<file path="src/rtl/batch_pkg.sv">
// batch_pkg
//   Shared types and helpers for the batch-mode filter sequencer.
//   bank_t       : 2-bit index into the 4-bank sample RAM
//   seq_state_e  : sequencer FSM state (IDLE / FILL / RUN)
//   NUM_BANKS    : number of sample-RAM banks in the rotation
//   bank_add()   : bank index arithmetic modulo NUM_BANKS
package batch_pkg;

  typedef logic [1:0] bank_t;

  typedef enum logic [1:0] {
    IDLE = 2'd0,
    FILL = 2'd1,
    RUN  = 2'd2
  } seq_state_e;

  localparam int NUM_BANKS = 4;

  // Modulo-4 add; negative k works because only the low two bits of the
  // two's-complement sum are kept.
  function automatic bank_t bank_add(bank_t b, int k);
    int s;
    s = int'(b) + k;
    return bank_t'(s[1:0]);
  endfunction

endpackage

</file>
<file path="src/rtl/batch_addr_counter.sv">
// batch_addr_counter
//   Batch address generator: counts 0..DEPTH-1 on each advance and wraps
//   with an explicit compare, so DEPTH need not be a power of two.
//   Ports:
//     clk, rst  : clock, synchronous active-high reset
//     adv       : advance strobe; the counter holds when low
//     addr_fwd  : forward address
//     addr_rev  : reverse address, DEPTH-1-addr_fwd
//     wrap      : combinational pulse on an advance at the last address
//                 (suppressed while rst is high)
module batch_addr_counter #(
  parameter int DEPTH = 32,
  parameter int AW    = $clog2(DEPTH)
) (
  input  logic          clk,
  input  logic          rst,
  input  logic          adv,
  output logic [AW-1:0] addr_fwd,
  output logic [AW-1:0] addr_rev,
  output logic          wrap
);

  localparam logic [AW-1:0] LAST = AW'(DEPTH - 1);

  logic [AW-1:0] addr_q;
  logic [AW-1:0] addr_d;
  logic          at_last;

  assign at_last = (addr_q == LAST);

  always_comb begin
    addr_d = addr_q;
    if (adv) begin
      addr_d = at_last ? '0 : addr_q + 1'b1;
    end
  end

  always_ff @(posedge clk) begin
    if (rst) begin
      addr_q <= '0;
    end else begin
      addr_q <= addr_d;
    end
  end

  assign addr_fwd = addr_q;
  assign addr_rev = LAST - addr_q;
  assign wrap     = adv & ~rst & at_last;

endmodule

</file>
<file path="src/rtl/batch_sequencer.sv">
// batch_sequencer
//   Central sequencer for the batch-mode control-bounded filter: batch
//   addresses, 4-bank sample-RAM rotation, part-result ping-pong select,
//   recursion reload pulse and output-valid.
//   Build option: define BATCH_SEQ_STALL_EN to make every state element
//   advance only on in_valid; otherwise everything advances every clock and
//   in_valid is ignored.
//   Ports:
//     clk, rst   : clock, synchronous active-high reset
//     in_valid   : sample strobe (stall build only)
//     addr_fwd   : forward batch address      addr_rev : DEPTH-1-addr_fwd
//     bank_wr    : one-hot sample-RAM write enable for the current cycle
//     bank_lh    : lookahead bank   bank_cb : backward-compute bank
//     bank_cf    : forward-compute bank (bank_cb delayed one advance)
//     part_sel   : part-result RAM ping-pong select (cycle bit 0)
//     rec_rst    : 1-clk recursion reload pulse (same as batch_end)
//     batch_end  : 1-clk pulse on the last address of a batch
//     out_valid  : filter output valid (registered)
//     state      : current FSM state
module batch_sequencer
  import batch_pkg::*;
#(
  parameter int DEPTH        = 32,
  parameter int FILL_BATCHES = 3,
  localparam int AW          = $clog2(DEPTH)
) (
  input  logic                 clk,
  input  logic                 rst,
  input  logic                 in_valid,
  output logic [AW-1:0]        addr_fwd,
  output logic [AW-1:0]        addr_rev,
  output logic [NUM_BANKS-1:0] bank_wr,
  output logic [1:0]           bank_lh,
  output logic [1:0]           bank_cf,
  output logic [1:0]           bank_cb,
  output logic                 part_sel,
  output logic                 rec_rst,
  output logic                 batch_end,
  output logic                 out_valid,
  output seq_state_e           state
);

  localparam int              FW        = $clog2(FILL_BATCHES + 1);
  localparam logic [FW-1:0]   FILL_MAX  = FW'(FILL_BATCHES);
  localparam logic [FW-1:0]   FILL_LAST = FW'(FILL_BATCHES - 1);

  logic adv;

`ifdef BATCH_SEQ_STALL_EN
  assign adv = in_valid;
`else
  // in_valid stays on the port so both builds share one interface.
  logic unused_in_valid;
  assign unused_in_valid = in_valid;
  assign adv = 1'b1;
`endif

  // ---------------------------------------------------------------------
  // Address counter
  // ---------------------------------------------------------------------
  logic wrap;

  batch_addr_counter #(
    .DEPTH (DEPTH),
    .AW    (AW)
  ) u_addr (
    .clk      (clk),
    .rst      (rst),
    .adv      (adv),
    .addr_fwd (addr_fwd),
    .addr_rev (addr_rev),
    .wrap     (wrap)
  );

  assign batch_end = wrap;
  assign rec_rst   = wrap;

  // ---------------------------------------------------------------------
  // Bank rotation
  // ---------------------------------------------------------------------
  bank_t cycle_q,   cycle_d;
  bank_t bank_cf_q, bank_cf_d;
  bank_t bank_cb_w;

  assign bank_cb_w = bank_add(cycle_q, 1);

  always_comb begin
    cycle_d   = cycle_q;
    bank_cf_d = bank_cf_q;
    if (adv) begin
      // Forward compute reads the bank that backward compute used on the
      // previous advance, matching the one-sample pipe ahead of it.
      bank_cf_d = bank_cb_w;
      if (wrap) begin
        cycle_d = bank_add(cycle_q, 1);
      end
    end
  end

  always_ff @(posedge clk) begin
    if (rst) begin
      cycle_q   <= 2'd0;
      bank_cf_q <= 2'd1;
    end else begin
      cycle_q   <= cycle_d;
      bank_cf_q <= bank_cf_d;
    end
  end

  for (genvar gi = 0; gi < NUM_BANKS; gi++) begin : g_bank_wr
    assign bank_wr[gi] = (cycle_q == bank_t'(gi));
  end

  assign bank_lh  = bank_add(cycle_q, -1);
  assign bank_cb  = bank_cb_w;
  assign bank_cf  = bank_cf_q;
  assign part_sel = cycle_q[0];

  // ---------------------------------------------------------------------
  // Fill / run FSM
  // ---------------------------------------------------------------------
  seq_state_e    state_q,     state_d;
  logic [FW-1:0] fill_cnt_q,  fill_cnt_d;
  logic          out_valid_q, out_valid_d;

  always_comb begin
    state_d    = state_q;
    fill_cnt_d = fill_cnt_q;
    if (adv) begin
      case (state_q)
        IDLE: state_d = FILL;
        FILL: begin
          if (wrap) begin
            if (fill_cnt_q != FILL_MAX) begin
              fill_cnt_d = fill_cnt_q + 1'b1;
            end
            if (fill_cnt_q == FILL_LAST) begin
              state_d = RUN;
            end
          end
        end
        RUN:     state_d = RUN;
        default: state_d = IDLE;
      endcase
    end
    // Registered from the next state so it rises on the same edge that
    // enters RUN.
    out_valid_d = (state_d == RUN);
  end

  always_ff @(posedge clk) begin
    if (rst) begin
      state_q     <= IDLE;
      fill_cnt_q  <= '0;
      out_valid_q <= 1'b0;
    end else begin
      state_q     <= state_d;
      fill_cnt_q  <= fill_cnt_d;
      out_valid_q <= out_valid_d;
    end
  end

  assign state     = state_q;
  assign out_valid = out_valid_q;

endmodule
</file>
<file path="config.mk">
export PLATFORM = sky130hd
export DESIGN_NAME = batch_sequencer
export DESIGN_NICKNAME = d
export VERILOG_FILES = /design/src/rtl/batch_pkg.sv /design/src/rtl/batch_addr_counter.sv /design/src/rtl/batch_sequencer.sv
export SDC_FILE = /design/constraint.sdc
export NUM_CORES = 1
export LEC_CHECK = 0
export BUFFER_PORTS_ARGS = -buffer_cell sky130_fd_sc_hd__buf_2
export CAP_MARGIN = 10
export CORE_MARGIN = 1.5
export CORE_UTILIZATION = 44
export CTS_BUF_LIST = sky130_fd_sc_hd__clkbuf_8 sky130_fd_sc_hd__clkbuf_16
export CTS_CLUSTER_DIAMETER = 60
export DETAILED_ROUTE_END_ITERATION = 16
export GPL_TIMING_DRIVEN = 0
export PLACE_DENSITY = 0.75
export SLEW_MARGIN = 20
export SYNTH_ARGS = -nofsm -noshare
export SYNTH_HDL_FRONTEND = slang
export SYNTH_SLANG_ARGS = --single-unit
</file>
<file path="constraint.sdc">
create_clock -name clk -period 2.5 [get_ports clk]
set_input_delay 0.625 -clock clk [delete_from_list [all_inputs] [get_ports clk]]
set_output_delay 0.625 -clock clk [all_outputs]
set_load 0.01 [all_outputs]
</file>
==> run summary, run 1 <==
Clock Path Buffers: 2
Area of the core: 1350 um^2
GR Overflow Total: 0
Slew margin rel.: 84.1%
Syn Area/Cell: 10.2 um^2
CTS clk-pin slew, worst paths: 50 ps
Psw: 0.0962 mW
Vias per cell: 4.72
Worst VDD drop: 360 uV
Layout cells sized above 1: 42.6%
Critical Path Sink Type: output pin
Inserted Clock Buffers: 3
Die width: 41.9 um
P_leak: 0.410 nW
Pint: 0.349 mW
Final antenna-violating net count: 0
CTS root buf: clkbuf_8
Router iterations before antenna repair: 4
Max FO, Critical Path: 10
Hold WC Path Type: flop to flop
Final Hold Vio Count: 0
# setup viols final: 0
N_diodes: 0
Synth top area share: 42.1%
Max Transition Viols Final: 0
Pwr Density: 515 nW/um^2
Sw Share: 21.6%
First-pass GRT wire length: 1950 um
Synthesis Warnings: 0
Hold path depth: 1
CTS tree: done
Post-Syn Instances: 65
Placer congestion estimate: 0.666
Die H: 41.9 um
NumNets Final: 107
Synthesized Nets: 76
# port buffers: 26
# clock sinks: 14
Sequential fraction of the synthesis area: 42.1%
Post-CTS setup-driven buffer insertion count: 0
Die area: 1760 um^2
Final worst-path cycle share: 93.7%
Row count: 13
Final worst slack: 157 ps
Combinational Power Share: 6.4%
Arrival @ worst endpoint: 1720 ps
Finished Layout Cells: 109
Cts hold-fix bufs: 0
Yosys top cell by area: dfxtp_1
# fillers: 127
Clk pwr share: 40.9%
WP data required: 1880 ps
Final Core Density: 63.9%
Critical Setup Path Class: flop to output pin
Htree depth: 1
P&R area growth vs syn: 29.7%
Setup crit start kind: flop
Area of the multi-input gates: 315 um^2
Final wirelength: 1220 um
Netlist cell types: 22
Synthesized cell area: 666 um^2
# DRC: 0
Place WS: 323 ps
Maximum number of pins on one net before global-route repair: 11
Outcome: completed
Wire length per cell: 11.2 um
Sequential share of power: 52.6%
Reg area: 282 um^2
R2R cell count: 5
Clock Latency Late Sink: 240 ps
Vias in the first global route: 428
Most area-consuming cells after synthesis: dfxtp_1 42%, ha_1 15%, inv_1 5.1%, mux2_4 4.5%, buf_4 3.4%
Io pins: 29
Fin Setup TNS: 0 ps
Max-Cap Viols: 0
Initial DRC Count: 7
Fmax: 427 MHz
Worst Clk Skew: 1.49 ps
DR vias: 514
Post-DP HPWL: 871 um
Total track usage: 15.1%
Slew at the pin closest to its max-slew limit: 238 ps
Unrepaired setup endpoints after global routing: false
Final critical-path required period: 2340 ps
Initial antenna violation count: 0
Cell count after placement: 106
Synth Register Bits: 14
Initial Util: 49.3%
## registers in the layout, indices dropped and copies added, names as in the netlist
signal           flops
state                2
cycle_q              2
u_addr.addr_fwd      5
out_valid            1
fill_cnt_q           2
bank_cf              2
## worst max-delay path, cell delays in order, from the launching register on
cell	delay, ps
dfxtp_1	360
ha_1	190
and3_1	180
ha_2	200
buf_6	150
nor2b_1	160
buf_4	120
buf_2	110
## synth_stat cells, drive strengths merged
master and number:
dfxtp 14, inv 9, ha 8, buf 5, nor2 5, mux2 3, nor2b 3, nor3 3
nor3b 3, a21oi 2, xnor2 2, a311oi 1, and3 1, and4bb 1, mux2i 1, nand2b 1
nand3 1, nand4b 1, or2b 1
## cells in the final DEF, fill, tap and decap left out
| cell | n |
|---|---|
| nand2b_1 | 1 |
| and4bb_4 | 1 |
| buf_6 | 2 |
| or2b_1 | 1 |
| mux2_4 | 2 |
| a21oi_1 | 2 |
| nor3b_1 | 3 |
| inv_1 | 9 |
| buf_2 | 27 |
| buf_4 | 2 |
| mux2i_1 | 1 |
| xnor2_1 | 2 |
| nand4b_1 | 1 |
| nand3_1 | 1 |
| ha_2 | 1 |
| nor2_1 | 5 |
| mux2_2 | 1 |
| nor3_1 | 3 |
| dfxtp_1 | 13 |
| nor2b_1 | 3 |
| clkbuf_8 | 3 |
| a311oi_1 | 1 |
| ha_1 | 7 |
| dfxtp_2 | 1 |
| and3_1 | 1 |
## stage by stage
step                instance area, um^2  total power, mW  hold slack (ps)
detailed placement                  815            0.268              484
global placement                    815            0.267              461
floorplan                           666            0.256              480
finish                              863            0.445              453
global route                        863            0.468              475
CTS                                 856            0.452              500
## power by group through the flow
stage / Sequential (mW) / Clock, mW / Combinational, mW
after floorplan: 0.240 / 0 / 0.0159
after global placement: 0.238 / 0 / 0.0283
after detailed placement: 0.239 / 0 / 0.0291
after CTS: 0.234 / 0.189 / 0.0291
after global routing: 0.235 / 0.202 / 0.0314
final: 0.234 / 0.182 / 0.0286
## worst paths after layout
check | from | to | slack [ps]
max | u_addr.addr_fwd[1] | rec_rst | 160
max reg2reg | u_addr.addr_fwd[1] | fill_cnt_q[1] | 900
min reg2reg | u_addr.addr_fwd[0] | u_addr.addr_fwd[0] | 450
min | u_addr.addr_fwd[0] | u_addr.addr_fwd[0] | 450
## logic make-up after synthesis
| logic type | after synthesis | synth area share (%) |
|---|---|---|
| multiplexers | 4 | 7.71 |
| flip-flops | 14 | 42.1 |
| AO/OA/AOI/OAI | 3 | 2.82 |
| AND/OR/NAND/NOR | 20 | 18.8 |
| buffers and inverters | 14 | 10.9 |
| adder cells (fa/ha/maj) | 8 | 15.0 |
| XOR/XNOR | 2 | 2.63 |
## layout make-up
| class | count | area share (%) |
|---|---|---|
| multi-input combinational | 37 | 36.5 |
| buffer | 5 | 4.93 |
| inverter | 9 | 3.91 |
| tap | 15 | 2.17 |
| clock buffer | 3 | 4.78 |
| sequential | 14 | 32.6 |
| timing repair buffer | 26 | 15.1 |
## layer usage
layer | up-vias | wire (um) | track usage [%]
met4 | 0 | 24 | 11.6
met3 | 4 | 68 | 2.61
met5 | - | 0 | 0
li1 | 267 | - | -
met2 | 17 | 551 | 21.9
met1 | 226 | 575 | 19.6
## what timing repair did
item,in CTS,in global routing
hold endpoints to repair,0,0
gates resized for setup,0,3
setup endpoints to repair,0,1
Power figures use the tool's default switching activity.
==> inputs of run 2 (changes only) <==
--- a/config.mk
+++ b/config.mk
@@ -12,7 +12,7 @@
 export CTS_BUF_LIST = sky130_fd_sc_hd__clkbuf_8 sky130_fd_sc_hd__clkbuf_16
 export CTS_CLUSTER_DIAMETER = 60
 export DETAILED_ROUTE_END_ITERATION = 16
-export GPL_TIMING_DRIVEN = 0
+export MAX_ROUTING_LAYER = met4
 export PLACE_DENSITY = 0.75
 export SLEW_MARGIN = 20
 export SYNTH_ARGS = -nofsm -noshare
==> run 2 against run 1 <==
  * Die area stayed put
  * Utilization decreased by 2.5 points
  * Wire length down 6.9%
  * Sequential share of layout area up 1.2 points
  * Combinational power fell by 6%
  * Non-clock buffer count shrank 3
  * Flip-flop and latch count is the same
  * Sequential power barely moved
  * Largest cell class unchanged
==> run summary, run 2 (synthesis results as in run 1) <==
Outcome: completed
Final worst-path cycle share: 83.9%
Post-CTS setup-driven buffer insertion count: 0
Layout cells sized above 1: 38.5%
# setup viols final: 0
Max FO, Critical Path: 5
DR vias: 519
Clock Latency Late Sink: 240 ps
Htree depth: 1
Router iterations before antenna repair: 4
Total track usage: 14.0%
Final wirelength: 1140 um
N_diodes: 0
P_leak: 0.397 nW
Final critical-path required period: 2100 ps
Sw Share: 21.6%
Io pins: 29
Wire length per cell: 10.7 um
Inserted Clock Buffers: 3
# fillers: 135
CTS clk-pin slew, worst paths: 50 ps
# port buffers: 27
Post-DP HPWL: 814 um
P&R area growth vs syn: 24.6%
Combinational Power Share: 6.1%
Most frequent cells in the layout: 27 x buf_2, 14 x dfxtp_1, 9 x inv_1
Worst Clk Skew: 1.86 ps
Hold WC Path Type: flop to flop
Commonest non-fill, non-tap cell in the layout: buf_2
Reg2Reg Launch Point: u_addr.addr_fwd[0]
Unrepaired setup endpoints after global routing: false
NumNets Final: 104
Initial antenna violation count: 0
Die area: 1760 um^2
Clk pwr share: 41.1%
Die H: 41.9 um
Post_cts resized: 0
Vias in the first global route: 425
# clock sinks: 14
Final worst slack: 402 ps
Psw: 0.0954 mW
Cts hold-fix bufs: 0
Maximum number of pins on one net before global-route repair: 19
Max FFs per register: 5
Initial Util: 49.3%
Critical Setup Path Class: flop to output pin
Setup crit start kind: flop
Final Hold Vio Count: 0
CTS root buf: clkbuf_8
CTS tree: done
First-pass GRT wire length: 1790 um
Max-Cap Viols: 0
Critical Path Sink Type: output pin
Pint: 0.347 mW
Critical path origin: u_addr.addr_fwd[0]
Final antenna-violating net count: 0
WP data required: 1880 ps
Sequential share of power: 52.8%
Place WS: 666 ps
Slew at the pin closest to its max-slew limit: 314 ps
Worst VDD drop: 316 uV
Fmax: 477 MHz
Max Transition Viols Final: 0
Clock Path Buffers: 2
Row count: 13
Hold_sp: state[1]
Vias per cell: 4.90
GR Overflow Total: 0
Pwr Density: 533 nW/um^2
Initial DRC Count: 6
Slew margin rel.: 79.1%
# DRC: 0
Fin Setup TNS: 0 ps
Arrival @ worst endpoint: 1470 ps
Die width: 41.9 um
Area of the core: 1350 um^2
Placer congestion estimate: 0.670
[run 2: cell count changes in the layout (fill, tap and decap cells not counted)]
cell,before,now
buf_4,2,1
dfxtp_2,1,0
ha_2,1,0
dfxtp_1,13,14
ha_1,7,8
buf_6,2,0
[run 2: final cells by class]
| type | count | area, um^2 | area share, % |
|---|---|---|---|
| well taps | 15 | 18.8 | 2.26 |
| inverters | 9 | 33.8 | 4.07 |
| multi-input cells | 37 | 313 | 37.7 |
| repair buffers | 28 | 143 | 17.2 |
| clock buffers | 3 | 41.3 | 4.98 |
| flip-flops and latches | 14 | 280 | 33.8 |
[run 2: through the flow]
step | power, mW | area (um^2) | hold WS [ps] | utilization (%) | cells
floorplan | 0.256 | 666 | 480 | - | 65
detailed placement | 0.266 | 788 | 487 | 58.4 | 103
CTS | 0.449 | 830 | 499 | 61.4 | 106
global placement | 0.265 | 788 | 461 | 58.4 | 103
global route | 0.464 | 830 | 516 | 61.4 | 106
finish | 0.442 | 830 | 490 | 61.4 | 106
[run 2: critical path, cell delays in order, from the launching register on]
cell and delay (ps):
dfxtp_1 340, ha_1 230, and3_1 200, ha_1 180
nor2b_1 130, buf_2 150
[run 2: routing by layer]
| layer | vias up | share of wire [%] | global-route usage (%) |
|---|---|---|---|
| met5 | - | 0 | - |
| met4 | 0 | 0.70 | 7.74 |
| met3 | 2 | 6.9 | 6.52 |
| met2 | 21 | 46 | 21.9 |
| met1 | 237 | 47 | 14.6 |
| li1 | 259 | - | - |
[run 2: power by group through the flow]
stage                     Sequential [mW]  Clock (mW)  Combinational, mW
after floorplan                     0.240           0             0.0159
after global placement              0.238           0             0.0264
after detailed placement            0.239           0             0.0270
after CTS                           0.234       0.189             0.0270
after global routing                0.235       0.200             0.0294
final                               0.234       0.182             0.0269
[run 2: path summary, 6_finish.rpt]
kind	cells past startpoint	slack, ps	endpoint
setup reg to reg	6	710	fill_cnt_q[1]
hold / removal	1	490	state[0]
hold reg to reg	1	490	state[0]
setup / recovery	5	400	rec_rst
